[src/rtl/serial_adder.sv]
// rtl/serial_adder.sv - digit-serial adder/subtractor, DIGIT bits per clock, WIDTH-bit result
// Result and flags are registered only on entry to DONE, so the ports never show partial sums.
module serial_adder #(
  parameter int WIDTH = 8,
  parameter int DIGIT = 1
) (
  input  logic             clk,
  input  logic             rst_n,
  input  logic             start,
  input  logic [WIDTH-1:0] a,
  input  logic [WIDTH-1:0] b,
  input  logic             cin,
  input  logic             sub,
  output logic             busy,
  output logic             done,
  output logic [WIDTH-1:0] s,
  output logic             cout,
  output logic             ovf
);

  localparam int NDIG = WIDTH / DIGIT;
  localparam int CW   = (NDIG > 1) ? $clog2(NDIG) : 1;

  typedef enum logic [1:0] {IDLE, RUN, DONE} state_t;

  state_t           r_state;
  state_t           w_next;
  logic [WIDTH-1:0] r_a;
  logic [WIDTH-1:0] r_b;
  logic [WIDTH-1:0] r_acc;
  logic [WIDTH-1:0] r_s;
  logic             r_carry;
  logic             r_cout;
  logic             r_ovf;
  logic [CW-1:0]    r_cnt;

  logic [DIGIT-1:0] w_da;
  logic [DIGIT-1:0] w_db;
  logic [DIGIT:0]   w_dsum;
  logic             w_cmsb;
  logic             w_last;
  logic [WIDTH-1:0] w_acc_next;

  assign w_da   = r_a[DIGIT-1:0];
  assign w_db   = r_b[DIGIT-1:0];
  assign w_dsum = {1'b0, w_da} + {1'b0, w_db} + {{DIGIT{1'b0}}, r_carry};
  // Carry into the digit MSB recovered from its sum bit; on the last digit this is the carry into bit WIDTH-1.
  assign w_cmsb = w_da[DIGIT-1] ^ w_db[DIGIT-1] ^ w_dsum[DIGIT-1];
  assign w_last = (r_cnt == CW'(NDIG - 1));
  assign w_acc_next = (r_acc >> DIGIT) | (WIDTH'(w_dsum[DIGIT-1:0]) << (WIDTH - DIGIT));

  always_ff @(posedge clk or negedge rst_n) begin
    if (!rst_n) begin
      r_state <= IDLE;
    end else begin
      r_state <= w_next;
    end
  end

  always_comb begin
    w_next = r_state;
    case (r_state)
      IDLE:    if (start) w_next = RUN;
      RUN:     if (w_last) w_next = DONE;
      DONE:    w_next = IDLE;
      default: w_next = IDLE;
    endcase
  end

  always_ff @(posedge clk or negedge rst_n) begin
    if (!rst_n) begin
      r_a     <= '0;
      r_b     <= '0;
      r_acc   <= '0;
      r_s     <= '0;
      r_carry <= 1'b0;
      r_cout  <= 1'b0;
      r_ovf   <= 1'b0;
      r_cnt   <= '0;
    end else if (r_state == IDLE) begin
      if (start) begin
        // Subtract is a + ~b + 1: invert b here and seed the carry with 1.
        r_a     <= a;
        r_b     <= sub ? ~b : b;
        r_carry <= sub | cin;
        r_acc   <= '0;
        r_cnt   <= '0;
      end
    end else if (r_state == RUN) begin
      r_a     <= r_a >> DIGIT;
      r_b     <= r_b >> DIGIT;
      r_carry <= w_dsum[DIGIT];
      r_acc   <= w_acc_next;
      r_cnt   <= r_cnt + CW'(1);
      if (w_last) begin
        r_s    <= w_acc_next;
        r_cout <= w_dsum[DIGIT];
        r_ovf  <= w_dsum[DIGIT] ^ w_cmsb;
      end
    end
  end

  assign busy = (r_state != IDLE);
  assign done = (r_state == DONE);
  assign s    = r_s;
  assign cout = r_cout;
  assign ovf  = r_ovf;

endmodule
[config.mk]
export PLATFORM = sky130hd
export DESIGN_NAME = serial_adder
export DESIGN_NICKNAME = d
export VERILOG_FILES = /design/src/rtl/serial_adder.sv
export SDC_FILE = /design/constraint.sdc
export NUM_CORES = 1
export LEC_CHECK = 0
export ABC_AREA = 1
export CORE_MARGIN = 4
export CORE_UTILIZATION = 40
export DETAILED_ROUTE_END_ITERATION = 16
export MAX_ROUTING_LAYER = met4
export PLACE_DENSITY_LB_ADDON = 0.08
export SKIP_LAST_GASP = 1
export SLEW_MARGIN = 30
export SYNTH_ARGS = -nofsm -noshare
export SYNTH_HDL_FRONTEND = slang
export SYNTH_SLANG_ARGS = --single-unit
[constraint.sdc]
create_clock -name clk -period 2.1 [get_ports clk]
set_input_delay 0.42 -clock clk [delete_from_list [all_inputs] [get_ports clk]]
set_output_delay 0.42 -clock clk [all_outputs]
set_load 0.03 [all_outputs]
Yosys cells after proc, flatten, opt, wreduce, memory -nomap -nowiden
Cells that the tools add are included.
{"block": "totals", "register_bits": 40, "inputBits": 21}
{"block": "op_classes", "add_sub_neg": 3, "eq_ne": 5, "muxes": 19, "bitwise_logic": 7, "n_reduce_logical": 6}
{"cell": "8-bit two-way mux", "count": 10}
{"cell": "3-bit two-way mux", "count": 3}
{"cell": "8-bit NOT", "count": 1}
{"cell": "7-bit by 8-bit bitwise OR with 8-bit output", "count": 1}
{"cell": "2-bit two-way mux", "count": 2}
{"cell": "2-bit != test, second input constant", "count": 2}
{"cell": "2-bit case mux with 2 select lines", "count": 1}
{"cell": "2-bit AND reduction", "count": 2}
{"cell": "2-bit nonzero test", "count": 2}
{"cell": "3-bit by 1-bit adder with 3-bit output, second input constant", "count": 1}
{"cell": "3-bit == test, second input constant", "count": 1}
{"cell": "1-bit two-way mux", "count": 3}
{"cell": "3-bit AND reduction", "count": 1}
{"cell": "1-bit XOR", "count": 3}
{"cell": "1-bit by 1-bit adder with 2-bit output", "count": 1}
{"cell": "2-bit by 1-bit adder with 2-bit output", "count": 1}
{"cell": "2-bit by 1-bit == test with 1-bit output, second input constant", "count": 1}
{"cell": "2-bit == test, second input constant", "count": 1}
{"cell": "2-bit logical NOT", "count": 1}
{"cell": "1-bit NOT", "count": 1}
{"cell": "1-bit bitwise OR", "count": 1}

Depth between registers and ports, before layout
{"block": "depth", "word_depth": 5, "mapped_depth": 8, "mapped_depth_nobuf": 8}

Worst setup path before layout
No wires, ideal clock.
{"block": "synth_path", "kind": "reg2out", "start": "reg r_state[0]", "end": "out done", "t_arrival_ns": 1.097, "required_ns": 1.680, "setup_slack_ns": 0.583, "stages_incl_launch_ff": 3, "path_cell_list": "dfrtp_1 > buf_2 > nor2_1"}
{"block": "synth_via", "elab_chain_len": 1}
{"element": "from (decl)", "line_no": "26", "source": "state_t r_state;"}
{"element": "from (signal assigned)", "line_no": "56", "source": "r_state <= w_next;"}
{"element": "2-bit == test", "line_no": "104", "source": "assign done = (r_state == DONE);"}
{"element": "to (decl)", "line_no": "15", "source": "output logic done,"}
No other way between the ends.

Final worst setup path
{"block": "layout_path", "start": "reg r_state[1]", "end": "out done"}
The elaborated chain is that of the path after synthesis.

==> results.txt <==
total setup violations reported at the end of the flow: 0
cell type of the slowest stage on the worst timing path: sky130_fd_sc_hd__clkdlybuf4s50_1
IO buf count: 32
portion of the clock cycle consumed by the worst path in the final layout: 0.959
TritonCTS clock tree: done
clock input transition at the sequential cells of the worst setup and hold paths: 0.08 ns
GRT Resource Usage Total: 0.140
detailed-route DRC error count: 0
synthesized area per cell: 8.93 µm²
worst path bufs/invs: 2
data required time of the critical path: 1.68 ns
total of flip-flops plus latches after synthesis: 39
commonest cells after routing, fill and taps aside: 61 x sky130_fd_sc_hd__nand2_1, 39 x sky130_fd_sc_hd__dfrtp_1, 30 x sky130_fd_sc_hd__clkdlybuf4s50_1, 26 x sky130_fd_sc_hd__nor2_1, 23 x sky130_fd_sc_hd__o21ai_2
layout-stage area growth over the synthesis result: 24.5%
fill cell count: 450
Routed wire per std cell: 12.3 µm
Die Span Y: 77.3 µm
normalized max-slew margin: 0.672
maximum number of pins on one net before global-route repair: 40
net total in the final layout: 274
commonest non-fill, non-tap cell in the layout: sky130_fd_sc_hd__nand2_1
H-tree depth: 2
share of the yosys chip area belonging to registers: 0.508
largest fanout of any net on the critical path: 6
overall via count from detail_route: 1,487
Unique masters post-synth: 24
delay-heaviest family, CP: buffers and inverters
final setup skew: 0.00919 ns
cells along the critical path: inv_2, nor2_1, clkdlybuf4s50_1
maximum buffer depth of the clock tree: 2
first-pass GRT wire length: 6490 µm
grt ovf: 0
number of DRC markers after the initial detailed-route iteration: 71
Setup Fix Bufs, Post-CTS: 0
CTS resizes: 0
static leakage: 1.12 nW
element type at the critical path start: flip-flop
endpoint kind of the worst setup timing path: output pin
total power consumption of the routed design: 0.00386 W
number of instances in the synthesized netlist: 215
Setup CP Type: reg2out
endpoint arrival time on the critical path: 1.59 ns
Max Freq: 497 MHz
routed wire length: 3740 µm
outcome: finished, final reports clean
HPWL Detailed: 2610 µm
Synth Net Count: 239
final total negative setup slack: 0 ns
number of nets still failing antenna checks after routing: 0
share of final-layout standard cells stronger than drive strength 1: 0.175
number of cell rows: 24
power density over cell area: 1610 mW/mm²
clock tree sinks: 39
transition time at the pin with the least slew margin: 0.492 ns
routability cong.: 0.726
number of synthesis warnings: 0
final hold viol count: 0
post-synthesis instance area: 0.00192 mm²
number of buffers inserted during clock tree synthesis: 5
Die W: 77.3 µm
core outline area: 0.00450 mm²
final worst path period need: 2.01 ns
worst min-delay path class: in2async
max-slew violation count: 0
number of I/O pins: 33
number of global-route vias before repair: 1,435
delay of the slowest cell on the worst path: 0.68 ns
diode count: 0
maximum ir drop on the vdd rail: 0.586 mV
initial standard-cell utilization of the core: 0.426
post-cts hold buffer count: 0
RSZ-0062 raised after global routing: no
Pre-Repair DR Iteration Count: 4
detail-routed via count per cell: 4.91
max capacitance violation total: 0
die area: 0.00597 mm²
root buf cell: sky130_fd_sc_hd__clkbuf_8
number of antenna violations at the first check in global routing: 0
Worst-Skew Late Latency: 0.30 ns
-- worst reg2reg max path: stages, from the launching register on --
cell and delay [ns]:
sky130_fd_sc_hd__dfrtp_1 0.42, sky130_fd_sc_hd__inv_1 0.10, sky130_fd_sc_hd__fa_1 0.62, sky130_fd_sc_hd__nor2_1 0.07, sky130_fd_sc_hd__nor2_1 0.10, sky130_fd_sc_hd__nand2_1 0.05
sky130_fd_sc_hd__nand3_1 0.06, sky130_fd_sc_hd__nand2_1 0.05
-- sequential cells by signal, indices dropped and copies added (netlist names) --
name,count
cout,1
ovf,1
r_a,8
r_acc,7
r_b,8
r_carry,1
r_cnt,3
r_state,2
s,8
-- layer usage --
layer | part of all wire | vias up | GRT usage
met2 | 0.48 | 31 | 0.226
met4 | 0.017 | 0 | 0.0587
met3 | 0.046 | 8 | 0.0351
li1 | - | 762 | -
met1 | 0.45 | 686 | 0.168
met5 | 0 | - | -
-- worst paths after layout --
check,start,endpoint,slack (ns),cells after the start
setup reg to reg,r_a[0]$_DFFE_PN0P_,ovf$_DFFE_PN0P_,0.53,7
hold / removal,rst_n,s[5]$_DFFE_PN0P_,0.16,2
min in group clk,ovf$_DFFE_PN0P_,ovf$_DFFE_PN0P_,0.48,2
max in group asynchronous,rst_n,r_a[5]$_DFFE_PN0P_,1.58,2
setup / recovery,r_state[1]$_DFFE_PN0P_,done,0.09,3
hold reg to reg,ovf$_DFFE_PN0P_,ovf$_DFFE_PN0P_,0.48,2
-- metrics by stage --
stage | setup slack (ns) | hold WS [ns] | cell area, µm² | utilization | std cells
final | 0.0870 | 0.163 | 2390 | 0.531 | 303
after global routing | 0.0291 | 0.219 | 2390 | 0.531 | 303
after CTS | 0.0676 | 0.181 | 2390 | 0.531 | 303
after detailed placement | 0.428 | 0.467 | 2260 | 0.501 | 295
after global placement | 0.403 | 0.459 | 2260 | 0.501 | 295
after floorplan | 0.583 | 0.124 | 1920 | - | 215
-- report_power, final --
group          switching (W)  total (W)  internal [W]  leakage [nW]
clock               0.000274   0.000749      0.000475        0.0654
sequential          0.000182    0.00129       0.00111         0.482
combinational        0.00108    0.00182      0.000737         0.572
-- Yosys cell counts (all sizes together) --
| cell | instances | share of area |
|---|---|---|
| dfrtp | 39 | 0.51 |
| buf | 7 | 0.035 |
| nand3 | 5 | 0.013 |
| o22ai | 8 | 0.029 |
| inv | 20 | 0.040 |
| o21ai | 40 | 0.15 |
| nor2 | 27 | 0.057 |
| clkbuf | 1 | 0.0020 |
| nand2 | 64 | 0.14 |
| fa | 1 | 0.010 |
| ha | 2 | 0.013 |
| xnor2 | 1 | 0.0046 |
-- final cells by class --
class	instances	area, µm²	share of cell area
tap	52	65.1	0.0272
clock inverter	2	60.1	0.0251
clock buffer	6	72.6	0.0304
sequential	39	976	0.408
multi-input combinational	148	797	0.333
inverter	20	77.6	0.0324
timing repair buffer	36	343	0.143
-- cell families after synthesis --
kind of cell,Yosys count,synth area share
AO/OA/AOI/OAI,48,0.178
flip-flops,39,0.508
XOR/XNOR,1,0.00456
buffers and inverters,28,0.0769
adder cells (fa/ha/maj),3,0.0235
AND/OR/NAND/NOR,96,0.208
Note: power is estimated with default switching activity, not from simulation.
